### src/rtl/bellek_erisim_birimi_if.sv
// ---------------------------------------------------------------------------
// bellek_erisim_birimi_if
// Purpose : groups the pipeline-side request signals and the data-memory
//           bus of the load/store unit into one bundle.
// Signals :
//   pipeline -> unit : gecerli_i, oku_i, yaz_i, islem_i, adres_i, veri_i
//   unit -> memory   : bellek_istek_o, bellek_yaz_o, bellek_adres_o,
//                      bellek_veri_o, bellek_maske_o
//   memory -> unit   : bellek_hazir_i, bellek_veri_i
//   unit -> pipeline : sonuc_o, sonuc_gecerli_o, durdur_o, hizasiz_o
//
// Handshake: bellek_istek_o is the valid, bellek_hazir_i the ready. Once
// bellek_istek_o rises, it and every bellek_* output stay constant until a
// cycle with bellek_hazir_i = 1; that cycle is the transfer (read data is
// sampled in it). Only one request is ever outstanding, and bellek_hazir_i
// is ignored while no request is pending.
// Modports: slave = the load/store unit, master = its environment.
// ---------------------------------------------------------------------------
interface bellek_erisim_birimi_if;
  logic        gecerli_i;
  logic        oku_i;
  logic        yaz_i;
  logic [2:0]  islem_i;
  logic [31:0] adres_i;
  logic [31:0] veri_i;
  logic        bellek_istek_o;
  logic        bellek_yaz_o;
  logic [31:0] bellek_adres_o;
  logic [31:0] bellek_veri_o;
  logic [3:0]  bellek_maske_o;
  logic        bellek_hazir_i;
  logic [31:0] bellek_veri_i;
  logic [31:0] sonuc_o;
  logic        sonuc_gecerli_o;
  logic        durdur_o;
  logic        hizasiz_o;

  modport slave (
    input  gecerli_i, oku_i, yaz_i, islem_i, adres_i, veri_i,
    input  bellek_hazir_i, bellek_veri_i,
    output bellek_istek_o, bellek_yaz_o, bellek_adres_o, bellek_veri_o,
    output bellek_maske_o, sonuc_o, sonuc_gecerli_o, durdur_o, hizasiz_o
  );

  modport master (
    output gecerli_i, oku_i, yaz_i, islem_i, adres_i, veri_i,
    output bellek_hazir_i, bellek_veri_i,
    input  bellek_istek_o, bellek_yaz_o, bellek_adres_o, bellek_veri_o,
    input  bellek_maske_o, sonuc_o, sonuc_gecerli_o, durdur_o, hizasiz_o
  );
endinterface

### src/rtl/bellek_erisim_birimi.sv
// ---------------------------------------------------------------------------
// bellek_erisim_birimi
// Purpose : memory-stage load/store unit. Takes the ALU sum as effective
//           address and rs2 as store data, runs a single-outstanding
//           request/ready access to data memory, builds byte-lane masks and
//           lane-replicated store data, extracts and extends load results,
//           and stalls upstream while an access is in flight.
// Ports   :
//   clk_i   - clock, all state updates on the rising edge
//   rst_i   - synchronous active-high reset
//   bus     - bellek_erisim_birimi_if.slave (pipeline + memory signals)
//   durum_o - current FSM state (0 = BOSTA, 1 = BEKLE), for observation
// ---------------------------------------------------------------------------
module bellek_erisim_birimi (
  input  logic                          clk_i,
  input  logic                          rst_i,
  bellek_erisim_birimi_if.slave         bus,
  output logic                          durum_o
);

  typedef enum logic {BOSTA = 1'b0, BEKLE = 1'b1} durum_t;

  durum_t      durum_q, durum_d;
  logic        istek_q, istek_d;
  logic        yaz_q, yaz_d;
  logic [31:0] adres_q, adres_d;
  logic [31:0] veri_q, veri_d;
  logic [3:0]  maske_q, maske_d;
  logic [2:0]  islem_q, islem_d;
  logic [1:0]  ofs_q, ofs_d;
  logic [31:0] sonuc_q, sonuc_d;
  logic        sonuc_gecerli_q, sonuc_gecerli_d;
  logic        hizasiz_q, hizasiz_d;

  // Decode of the incoming request (only meaningful in BOSTA).
  logic        bellek_islemi;
  logic        hizali;
  logic        baslat;
  logic [3:0]  maske_yeni;
  logic [31:0] veri_yeni;

  // Load extraction from the returned word.
  logic [7:0]  bayt;
  logic [15:0] yarim;
  logic [31:0] yuklenen;

  // funct3[1:0]: 00 byte, 01 half, anything else word. This maps the
  // unlisted codes (011, 110, 111) onto word size without a separate case.
  always_comb begin
    bellek_islemi = bus.gecerli_i & (bus.oku_i | bus.yaz_i);
    maske_yeni    = 4'b1111;
    veri_yeni     = bus.veri_i;
    hizali        = (bus.adres_i[1:0] == 2'b00);
    case (bus.islem_i[1:0])
      2'b00: begin
        hizali     = 1'b1;
        maske_yeni = 4'b0001 << bus.adres_i[1:0];
        veri_yeni  = {4{bus.veri_i[7:0]}};
      end
      2'b01: begin
        hizali     = ~bus.adres_i[0];
        maske_yeni = bus.adres_i[1] ? 4'b1100 : 4'b0011;
        veri_yeni  = {2{bus.veri_i[15:0]}};
      end
      default: ;
    endcase
    baslat = bellek_islemi & hizali;
  end

  always_comb begin
    case (ofs_q)
      2'd0:    bayt = bus.bellek_veri_i[7:0];
      2'd1:    bayt = bus.bellek_veri_i[15:8];
      2'd2:    bayt = bus.bellek_veri_i[23:16];
      default: bayt = bus.bellek_veri_i[31:24];
    endcase
    yarim = ofs_q[1] ? bus.bellek_veri_i[31:16] : bus.bellek_veri_i[15:0];
    // funct3[2] selects zero-extension (BU/HU).
    case (islem_q[1:0])
      2'b00:   yuklenen = {{24{bayt[7] & ~islem_q[2]}}, bayt};
      2'b01:   yuklenen = {{16{yarim[15] & ~islem_q[2]}}, yarim};
      default: yuklenen = bus.bellek_veri_i;
    endcase
  end

  // Next-state and register updates.
  always_comb begin
    durum_d         = durum_q;
    istek_d         = istek_q;
    yaz_d           = yaz_q;
    adres_d         = adres_q;
    veri_d          = veri_q;
    maske_d         = maske_q;
    islem_d         = islem_q;
    ofs_d           = ofs_q;
    sonuc_d         = sonuc_q;
    sonuc_gecerli_d = 1'b0;
    hizasiz_d       = 1'b0;
    case (durum_q)
      BOSTA: begin
        if (baslat) begin
          durum_d = BEKLE;
          istek_d = 1'b1;
          yaz_d   = bus.yaz_i;   // store wins when both oku_i and yaz_i are set
          adres_d = {bus.adres_i[31:2], 2'b00};
          veri_d  = veri_yeni;
          maske_d = maske_yeni;
          islem_d = bus.islem_i;
          ofs_d   = bus.adres_i[1:0];
        end else if (bellek_islemi) begin
          hizasiz_d = 1'b1;
        end
      end
      BEKLE: begin
        if (bus.bellek_hazir_i) begin
          durum_d         = BOSTA;
          istek_d         = 1'b0;
          sonuc_gecerli_d = 1'b1;
          if (!yaz_q) begin
            sonuc_d = yuklenen;
          end
        end
      end
      default: durum_d = BOSTA;
    endcase
  end

  always_ff @(posedge clk_i) begin
    if (rst_i) begin
      durum_q         <= BOSTA;
      istek_q         <= 1'b0;
      yaz_q           <= 1'b0;
      adres_q         <= '0;
      veri_q          <= '0;
      maske_q         <= '0;
      islem_q         <= '0;
      ofs_q           <= '0;
      sonuc_q         <= '0;
      sonuc_gecerli_q <= 1'b0;
      hizasiz_q       <= 1'b0;
    end else begin
      durum_q         <= durum_d;
      istek_q         <= istek_d;
      yaz_q           <= yaz_d;
      adres_q         <= adres_d;
      veri_q          <= veri_d;
      maske_q         <= maske_d;
      islem_q         <= islem_d;
      ofs_q           <= ofs_d;
      sonuc_q         <= sonuc_d;
      sonuc_gecerli_q <= sonuc_gecerli_d;
      hizasiz_q       <= hizasiz_d;
    end
  end

  // Stall is combinational and drops in the completion cycle so upstream
  // advances on the same edge the access retires.
  assign bus.durdur_o = ((durum_q == BOSTA) & baslat) |
                        ((durum_q == BEKLE) & ~bus.bellek_hazir_i);

  assign bus.bellek_istek_o  = istek_q;
  assign bus.bellek_yaz_o    = yaz_q;
  assign bus.bellek_adres_o  = adres_q;
  assign bus.bellek_veri_o   = veri_q;
  assign bus.bellek_maske_o  = maske_q;
  assign bus.sonuc_o         = sonuc_q;
  assign bus.sonuc_gecerli_o = sonuc_gecerli_q;
  assign bus.hizasiz_o       = hizasiz_q;
  assign durum_o             = durum_q;

endmodule

### src/flat_wrapper.sv
// flat-port wrapper written by rule: the top's interface ports become plain ports
module bellek_erisim_birimi_flat 
  (clk_i, rst_i, durum_o, bus_gecerli_i, bus_oku_i, bus_yaz_i, bus_islem_i, bus_adres_i, bus_veri_i, bus_bellek_hazir_i, bus_bellek_veri_i, bus_bellek_istek_o, bus_bellek_yaz_o, bus_bellek_adres_o, bus_bellek_veri_o, bus_bellek_maske_o, bus_sonuc_o, bus_sonuc_gecerli_o, bus_durdur_o, bus_hizasiz_o);
  bellek_erisim_birimi_if bus_i ();
  input  logic clk_i;
  input  logic rst_i;
  output logic durum_o;
  input wire logic [$bits(bus_i.gecerli_i)-1:0] bus_gecerli_i;
  input wire logic [$bits(bus_i.oku_i)-1:0] bus_oku_i;
  input wire logic [$bits(bus_i.yaz_i)-1:0] bus_yaz_i;
  input wire logic [$bits(bus_i.islem_i)-1:0] bus_islem_i;
  input wire logic [$bits(bus_i.adres_i)-1:0] bus_adres_i;
  input wire logic [$bits(bus_i.veri_i)-1:0] bus_veri_i;
  input wire logic [$bits(bus_i.bellek_hazir_i)-1:0] bus_bellek_hazir_i;
  input wire logic [$bits(bus_i.bellek_veri_i)-1:0] bus_bellek_veri_i;
  output wire logic [$bits(bus_i.bellek_istek_o)-1:0] bus_bellek_istek_o;
  output wire logic [$bits(bus_i.bellek_yaz_o)-1:0] bus_bellek_yaz_o;
  output wire logic [$bits(bus_i.bellek_adres_o)-1:0] bus_bellek_adres_o;
  output wire logic [$bits(bus_i.bellek_veri_o)-1:0] bus_bellek_veri_o;
  output wire logic [$bits(bus_i.bellek_maske_o)-1:0] bus_bellek_maske_o;
  output wire logic [$bits(bus_i.sonuc_o)-1:0] bus_sonuc_o;
  output wire logic [$bits(bus_i.sonuc_gecerli_o)-1:0] bus_sonuc_gecerli_o;
  output wire logic [$bits(bus_i.durdur_o)-1:0] bus_durdur_o;
  output wire logic [$bits(bus_i.hizasiz_o)-1:0] bus_hizasiz_o;
  assign bus_i.gecerli_i = bus_gecerli_i;
  assign bus_i.oku_i = bus_oku_i;
  assign bus_i.yaz_i = bus_yaz_i;
  assign bus_i.islem_i = bus_islem_i;
  assign bus_i.adres_i = bus_adres_i;
  assign bus_i.veri_i = bus_veri_i;
  assign bus_i.bellek_hazir_i = bus_bellek_hazir_i;
  assign bus_i.bellek_veri_i = bus_bellek_veri_i;
  assign bus_bellek_istek_o = bus_i.bellek_istek_o;
  assign bus_bellek_yaz_o = bus_i.bellek_yaz_o;
  assign bus_bellek_adres_o = bus_i.bellek_adres_o;
  assign bus_bellek_veri_o = bus_i.bellek_veri_o;
  assign bus_bellek_maske_o = bus_i.bellek_maske_o;
  assign bus_sonuc_o = bus_i.sonuc_o;
  assign bus_sonuc_gecerli_o = bus_i.sonuc_gecerli_o;
  assign bus_durdur_o = bus_i.durdur_o;
  assign bus_hizasiz_o = bus_i.hizasiz_o;
  bellek_erisim_birimi u_core (.clk_i(clk_i), .rst_i(rst_i), .bus(bus_i), .durum_o(durum_o));
endmodule
### config.mk
export PLATFORM = sky130hd
export DESIGN_NAME = bellek_erisim_birimi_flat
export DESIGN_NICKNAME = d
export VERILOG_FILES = /design/src/rtl/bellek_erisim_birimi_if.sv /design/src/rtl/bellek_erisim_birimi.sv /design/src/flat_wrapper.sv
export SDC_FILE = /design/constraint.sdc
export NUM_CORES = 1
export LEC_CHECK = 0
export ABC_AREA = 1
export CORE_UTILIZATION = 37
export CTS_CLUSTER_SIZE = 40
export DETAILED_ROUTE_END_ITERATION = 12
export GPL_TIMING_DRIVEN = 1
export PLACE_DENSITY_LB_ADDON = 0.15
export SLEW_MARGIN = 15
export SYNTH_ARGS = -nofsm -noshare
export SYNTH_HDL_FRONTEND = slang
export SYNTH_SLANG_ARGS = --single-unit
### constraint.sdc
create_clock -name clk_i -period 1.38 [get_ports clk_i]
set_input_delay 0.276 -clock clk_i [delete_from_list [all_inputs] [get_ports clk_i]]
set_output_delay 0.276 -clock clk_i [all_outputs]
set_load 0.005 [all_outputs]
# ---- After elaboration in Yosys (flattened, before gate mapping)
# Cells that the tools add are included.
dict set report classes {
  n_reduce_logical 9
  shift 1
  muxes 15
  bitwise 13
  eq_ne 6
}
# operator count
set ops {}
lappend ops {{one-hot mux 32 bit (2 select lines)} 2}
lappend ops {{one-hot mux 8 bit (3 select lines)} 1}
lappend ops {{two-way mux 16 bit} 1}
lappend ops {{logical NOT 2 bit} 4}
lappend ops {{one-hot mux 4 bit (2 select lines)} 1}
lappend ops {{bitwise AND 1 bit} 6}
lappend ops {{equality test 2 x 1 -> 1 bit (second input constant)} 3}
lappend ops {{two-way mux 1 bit} 6}
lappend ops {{one-hot mux 1 bit (2 select lines)} 3}
lappend ops {{NOT 1 bit} 5}
lappend ops {{two-way mux 4 bit} 1}
lappend ops {{AND reduction 2 bit} 2}
lappend ops {{left shift 1 x 2 -> 4 bit (first input constant)} 1}
lappend ops {{AND reduction 3 bit} 1}
lappend ops {{OR reduction 3 bit} 1}
lappend ops {{equality test 2 bit (second input constant)} 1}
lappend ops {{!= test 2 x 1 -> 1 bit (second input constant)} 1}
lappend ops {{!= test 2 bit (second input constant)} 1}
lappend ops {{bitwise OR 1 bit} 2}
lappend ops {{OR reduction 2 bit} 1}
dict set report word_totals {
  output_inout_bits 106
  input_bits 105
  regBits 108
  elab_cells 55
}

# ---- Logic depth before layout (Yosys ltp)
# Gate-level depths: netlist of run 1.
dict set report logic_depth {
  word_depth 5
  depth_mapped 9
  depth_no_buf 8
}

# ---- Worst setup path after synthesis of run 1
# No wires, ideal clock.
dict set report synth_timing {
  path_type {input -> output}
  start {in bus_islem_i[0]}
  end {out bus_durdur_o}
  cell_stages 8
  arrival_time_ns 0.985
  slack_ns 0.119
  required_time_ns 1.104
  path_cell_list {buf_4 > nor2_4 > nor2_1 > nor2_1 > nand2_1 > nand2_1 > inv_1 > nor2_1}
}
dict set report synth_via {
  elab_chain_len 5
}
# item line_no
set synth_lines {}
lappend synth_lines {{start: declaration} flat_wrapper.sv:11} ;# input wire logic [$bits(bus_i.islem_i)-1:0] bus_islem_i;
lappend synth_lines {{equality test 2 x 1 -> 1 bit / logical NOT 2 bit (equally long branches)} bellek_erisim_birimi.sv:54} ;# case (bus.islem_i[1:0])
lappend synth_lines {{one-hot mux 1 bit (2 select lines) (*)} bellek_erisim_birimi.sv:54}
lappend synth_lines {{bitwise AND 1 bit (*)} bellek_erisim_birimi.sv:67} ;# baslat = bellek_islemi & hizali;
lappend synth_lines {{bitwise AND 1 bit (*)} bellek_erisim_birimi.sv:158} ;# assign bus.durdur_o = ((durum_q == BOSTA) & baslat) |
lappend synth_lines {{bitwise OR 1 bit (*)} bellek_erisim_birimi.sv:158}
lappend synth_lines {{end: declaration} flat_wrapper.sv:23} ;# output wire logic [$bits(bus_i.durdur_o)-1:0] bus_durdur_o;
# Every way passes the cells marked *; elsewhere a longest branch is shown, timed or not.

# ---- Worst setup path after layout of run 1
dict set report layout_timing {
  start {in bus_islem_i[1]}
  end {out bus_durdur_o}
}
# The elaborated chain is that of the path after synthesis.

==> results.py, run 1 <==
metrics = {
    "yosys": {
        "ys_seq_area_frac": 0.428,
        "synth-seq-cells": 108,
        "syn_inst": 758,
        "netlist_area_sq_um": 5060,
        "synth_most_common_cell": "nand2_1",
        "synthTopCellsByCount": "176 x nand2_1, 146 x nor2_1, 108 x dfxtp_1",
        "synth_edf_count": 0,
        "synthTopCellsByArea": "dfxtp_1 43%, nand2_1 13%, nor2_1 11%, o21ai_0 7.2%, a21oi_1 6.8%",
        "synthesis.area_per_instance_sq_um": 6.67,
        "ys_types": 26,
        "synth.largest_area_cell": "dfxtp_1",
        "yosysTopAreaCellShare": 0.428,
        "synth_warnings": 0,
        "synthFlopType": "dfxtp_1",
        "synthArstFlopShare": 0,
    },
    "timing": {
        "slew_violations": 0,
        "finalCritPeriodShare": 0.987,
        "rsz0062_at_grt": "yes",
        "setup_viol": 0,
        "layout_min_cycle_time_ns": 1.36,
        "hold_violations": 0,
        "timing.fmax_ghz": 0.734,
        "finalClockSkew_ns": 0.00673,
    },
    "floorplan": {
        "fp.dieH_um": 119,
        "core_sq_um": 13300,
        "dieArea_sq_um": 14100,
        "die_w_um": 119,
        "num_io_pins": 211,
        "start_util": 0.380,
        "std_cell_rows": 42,
    },
    "final_layout": {
        "utilization": 0.596,
        "seq_area_sq_um": 2210,
        "multi_input_area_sq_um": 2460,
        "fin_nets": 1103,
        "fin_area_sq_um": 7920,
        "drive_gt1_frac": 0.155,
        "area_delta_synth_final_pct": 56.6,
        "fillers": 1313,
        "diodes": 0,
    },
    "cts": {
        "insertion_delay_ns": 0.35,
        "cts_root_buf": "clkbuf_16",
        "clk_pin_slew_worst_paths_ns": 0.08,
        "cts_sinks": 108,
        "htree_levels": 3,
        "cts_buffers": 9,
        "clk_path_buf_depth": 2,
        "cts_tree": "yes",
    },
    "worst_setup_path": {
        "startpoint_type": "input pin",
        "critPathKind": "input pin to primary output",
        "crit_arrival_ns": 1.09,
        "cp-end-kind": "primary output",
        "critPathMaxFanout": 4,
        "critPathRequiredTime_ns": 1.10,
    },
    "global_routing": {
        "grt_pass1_wl_um": 25500,
        "grt_pass1_vias": 5083,
        "grt_max_degree": 48,
        "grt_overflow": 0,
        "antenna_found_initial": 0,
        "grt_usage": 0.228,
    },
    "detailed_routing": {
        "wirelength_um": 16200,
        "drt_first_iter_violations": 269,
        "drc": 0,
        "drt-pass1-iter-count": 5,
        "viasPerCell": 4.77,
        "vias": 5629,
        "wl_per_cell_um": 13.7,
        "ant_nets": 0,
    },
    "placed_design": {
        "post_dp_cell_area_sq_um": 7560,
        "io_buffers": 208,
        "gp_congestion": 0.879,
        "dp_hpwl_um": 11700,
    },
    "power": {
        "p_leak_nw": 3.86,
        "p_sw_frac": 0.284,
        "p_int_w": 0.00544,
        "powerDensity_nw_per_um2": 959,
        "p_comb_frac": 0.225,
        "pwr-share-seq": 0.452,
        "ir_drop_v": 0.000582,
        "p_clk_frac": 0.323,
        "p_total_w": 0.00759,
        "p_sw_w": 0.00215,
    },
    "min_path": {
        "min_path_type": "input pin to register",
    },
    "run_status": {
        "status": "finished clean",
    },
    "flow_run": {
        "maxCapViolations": 0,
    },
}
-- power groups by stage --
stage | sequential, W | combinational, W | clock [W]
4_1_cts | 0.00343 | 0.00167 | 0.00252
3_5_place_dp | 0.00350 | 0.00177 | 0
6_report | 0.00343 | 0.00171 | 0.00245
5_1_grt | 0.00346 | 0.00188 | 0.00265
2_1_floorplan | 0.00350 | 0.000753 | 0
3_3_place_gp | 0.00350 | 0.00176 | 0
-- final timing paths --
| path | from | endpoint | slack [ns] | depth (start not counted) |
|---|---|---|---|---|
| worst max-delay path | bus_islem_i[1] | bus_durdur_o | 0.02 | 9 |
| worst min-delay path | bus_bellek_hazir_i | u_core.durum_o | 0.36 | 5 |
| worst max register to register | u_core.ofs_q[1] | u_core.bus.sonuc_o[6] | 0.08 | 6 |
| worst min register to register | u_core.bus.sonuc_o[1] | u_core.bus.sonuc_o[1] | 0.46 | 2 |
-- final cells by class --
| class | instances | share of cell area |
|---|---|---|
| Tap cell | 176 | 0.0278 |
| Clock inverter | 6 | 0.00616 |
| Clock buffer | 10 | 0.0289 |
| Timing Repair Buffer | 278 | 0.321 |
| Sequential cell | 108 | 0.279 |
| Inverter | 56 | 0.0275 |
| Multi-Input combinational cell | 545 | 0.310 |
-- worst max-delay path, stage by stage --
cell and delay, ns:
buf_2 0.14, nor2_4 0.11, nor2_1 0.06, nor2_2 0.12, nand2_2 0.08, nand2_2 0.07, inv_2 0.04, nor2_2 0.06
buf_2 0.13
-- state kept, by name, summed over array words and instances (netlist names), 2 cells and up --
| signal | count |
|---|---|
| u_core.bus.bellek_adres_o | 30 |
| u_core.bus.bellek_maske_o | 4 |
| u_core.bus.bellek_veri_o | 32 |
| u_core.bus.sonuc_o | 32 |
| u_core.islem_q | 3 |
| u_core.ofs_q | 2 |
-- cells by family after synthesis --
| kind of cell | count (synthesis) | share of synthesized area |
|---|---|---|
| AOI/OAI and AO/OA | 151 | 0.154 |
| DFF | 108 | 0.428 |
| buffers and inverters | 107 | 0.0982 |
| and+or+nand+nor | 391 | 0.319 |
| other | 1 | 0.000741 |
-- through the flow --
| step | TNS, ns | instances | hold slack [ns] | setup WS [ns] |
|---|---|---|---|---|
| finish | 0 | 1179 | 0.365 | 0.0175 |
| global route | -0.0498 | 1179 | 0.388 | -0.0498 |
| CTS | -0.0944 | 1174 | 0.435 | -0.0944 |
| detailed placement | -58.20 | 1147 | 0.456 | -0.801 |
| global placement | -55.61 | 1147 | 0.452 | -0.779 |
| floorplan | 0 | 759 | 0.439 | 0.119 |
-- routing by layer --
layer  up-vias  GRT usage  wire length, um
met3        23     0.0388              878
li1       2901          -                -
met4         0     0.0902              337
met1      2520      0.292             7390
met5         -          0                0
met2       185      0.380             7590
-- layout by cell type (no fill, tap or decap), types with 11 or more instances in the layout --
cell,instances
nand2_1,170
nor2_1,141
dlygate4sd2_1,106
clkdlybuf4s50_1,96
dfxtp_1,75
o21ai_0,72
a21oi_1,69
buf_4,58
nand3_1,48
inv_1,47
dfxtp_2,32
nand4_1,11
-- what timing repair did --
item                                    in CTS  in global routing
endpoints found under the setup margin     200                 98
hold buffers                                 0                  0
resized for setup                          153                 33
gates cloned                                 0                  1
buffers inserted                            11                  4
pin swaps                                    7                  8
Note: power is estimated with default switching activity, not from simulation.
==> run 2, diff against run 1 <==
--- a/config.mk
+++ b/config.mk
@@ -6,6 +6,7 @@
 export NUM_CORES = 1
 export LEC_CHECK = 0
 export ABC_AREA = 1
+export CAP_MARGIN = 30
 export CORE_UTILIZATION = 37
 export CTS_CLUSTER_SIZE = 40
 export DETAILED_ROUTE_END_ITERATION = 12
==> results of run 2 <==
Same layout as run 1: the final DEF is identical, and so are final timing and power.
==> run 3, diff against run 2 <==
--- a/config.mk
+++ b/config.mk
@@ -10,7 +10,8 @@
 export CORE_UTILIZATION = 37
 export CTS_CLUSTER_SIZE = 40
 export DETAILED_ROUTE_END_ITERATION = 12
-export GPL_TIMING_DRIVEN = 1
+export DONT_BUFFER_PORTS = 1
+export GPL_TIMING_DRIVEN = 0
 export PLACE_DENSITY_LB_ADDON = 0.15
 export SLEW_MARGIN = 15
 export SYNTH_ARGS = -nofsm -noshare
==> results.py, run 3 (same netlist as run 1, synthesis figures left out) <==
metrics = {
    "run_status": {
        "status": "finished clean",
    },
    "min_path": {
        "min_path_type": "input pin to register",
        "whs_endpoint": "u_core.bus.bellek_adres_o[16]",
        "hp-start": "bus_adres_i[16]",
        "whs_path_depth": 2,
    },
    "cts": {
        "clk_pin_slew_worst_paths_ns": 0.08,
        "clk_path_buf_depth": 2,
        "cts_root_buf": "clkbuf_16",
        "insertion_delay_ns": 0.36,
        "htree_levels": 3,
        "cts_tree": "yes",
        "cts_sinks": 108,
        "cts_buffers": 9,
    },
    "detailed_routing": {
        "wirelength_um": 15900,
        "wl_per_cell_um": 16.6,
        "ant_nets": 0,
        "drt-pass1-iter-count": 5,
        "drt_first_iter_violations": 244,
        "vias": 4945,
        "drc": 0,
        "viasPerCell": 5.16,
    },
    "worst_setup_path": {
        "r2r-start": "u_core.ofs_q[1]",
        "rr_worst_depth": 6,
        "path_common_cell": "nor2_1",
        "critPathSlowestCell": "dfxtp_4",
        "critPathKind": "register to register",
        "r2r_end": "u_core.bus.sonuc_o[14]",
        "critPathMaxFanout": 10,
        "critPathRequiredTime_ns": 1.63,
        "cp-end-kind": "register",
        "crit_chain": "buf_4 > or2_2 > o21ai_1 > nor2_1 > nor2_1 > a21oi_1",
        "startpoint_type": "register",
        "crit_arrival_ns": 1.61,
        "r2r_slack_ns": 0.02,
        "cpPeakStageDelay_ns": 0.37,
    },
    "global_routing": {
        "antenna_found_initial": 0,
        "grt_max_degree": 21,
        "grt_usage": 0.225,
        "grt_pass1_vias": 4767,
        "grt_pass1_wl_um": 24700,
        "grt_overflow": 0,
    },
    "floorplan": {
        "start_util": 0.380,
        "num_io_pins": 211,
        "fp.dieH_um": 119,
        "core_sq_um": 13300,
        "std_cell_rows": 42,
        "die_w_um": 119,
        "dieArea_sq_um": 14100,
    },
    "placed_design": {
        "dp_slack_ns": -0.250,
        "io_buffers": 0,
        "gp_congestion": 0.902,
        "placedCellCount": 935,
        "dp_hpwl_um": 12100,
    },
    "timing": {
        "slew_violations": 0,
        "finalCritPeriodShare": 0.988,
        "finalClockSkew_ns": 0.00457,
        "layout_min_cycle_time_ns": 1.36,
        "maxSlewHeadroom": 0.658,
        "tightest_slew_ns": 0.514,
        "finalWorstSetupSlack_ns": 0.0166,
        "whs_ns": 0.0788,
        "setup_viol": 0,
        "timing.fmax_ghz": 0.733,
        "rsz0062_at_grt": "yes",
        "hold_violations": 0,
    },
    "final_layout": {
        "final_cell_count_no_fill": 959,
        "mostFrequentLayoutCell": "nand2_1",
        "fin_nets": 883,
        "utilization": 0.436,
        "drive_gt1_frac": 0.112,
        "diodes": 0,
        "area_delta_synth_final_pct": 14.7,
        "layout_common_cells": "173 x nand2_1, 140 x nor2_1, 105 x dfxtp_1",
    },
    "power": {
        "p_sw_w": 0.00216,
        "p_leak_nw": 2.53,
        "pwr-share-seq": 0.477,
        "p_comb_frac": 0.144,
        "p_sw_frac": 0.295,
        "powerDensity_nw_per_um2": 1260,
        "p_clk_frac": 0.379,
        "p_int_w": 0.00517,
        "ir_drop_v": 0.000564,
        "p_total_w": 0.00732,
    },
    "flow_run": {
        "maxCapViolations": 0,
    },
}
==> run 3: changes by cell type in the layout (fill, tap and decap cells not counted), moves of 14 or more <==
cell / change
dlygate4sd2_1: -106
clkdlybuf4s50_1: -96
buf_4: -34
dfxtp_2: -31
dfxtp_1: +30
clkbuf_1: +14
==> run 3: how the worst max path moves through the flow <==
stage,cells past startpoint,slack [ns],start,endpoint
finish,6,0.02,u_core.ofs_q[1],u_core.bus.sonuc_o[14]
CTS,5,0.0001,u_core.durum_o,u_core.bus.bellek_adres_o[7]
global route,7,-0.03,u_core.durum_o,u_core.bus.sonuc_o[14]
global placement,7,-0.25,u_core.durum_o,u_core.bus.sonuc_o[14]
detailed placement,7,-0.25,u_core.durum_o,u_core.bus.sonuc_o[14]
floorplan,8,0.12,bus_islem_i[0],bus_durdur_o
==> run 3: area by class of cell <==
type	count	area, sq um
sequential	108	2170
tap	176	220
timing repair buffer	9	77.6
buffer	50	320
clock inverter	7	92.6
inverter	56	223
fill	1398	7490
clock buffer	9	225
multi-input combinational	544	2470
==> run 3: power by group through the flow <==
stage / sequential (W) / clock (W) / combinational, W
final: 0.00349 / 0.00278 / 0.00106
after global placement: 0.00355 / 0 / 0.000953
after global routing: 0.00352 / 0.00296 / 0.00121
after floorplan: 0.00350 / 0 / 0.000753
after detailed placement: 0.00356 / 0 / 0.000975
after CTS: 0.00349 / 0.00284 / 0.00101
==> run 3: worst max-delay path: cells and delay by family (launching register included) <==
family / cells / cell delay (ns)
and+or+nand+nor: 3 / 0.51
buffers and inverters: 1 / 0.18
AOI/OAI and AO/OA: 2 / 0.19
DFF: 1 / 0.37
==> run 3: per-layer routing <==
metal  up-vias  global-route usage  wire length (um)
met5         -                   0                 0
met4         0               0.108               486
met3        32              0.0776              1470
met2       173               0.368              7400
met1      2274               0.263              6540
li1       2466                   -                 -
==> run 3: per-stage QoR <==
stage	setup TNS [ns]	cell area (sq um)
global placement	-9.64	5280
finish	0	5800
floorplan	0	5060
detailed placement	-12.61	5280
CTS	0	5670
global route	-0.155	5800
==> run 3: what timing repair did <==
action,CTS,global route
hold buffers,0,0
setup endpoints to repair,56,70
gates resized for setup,18,39
cloned,0,1
pin swaps,2,4
setup buffers,3,5
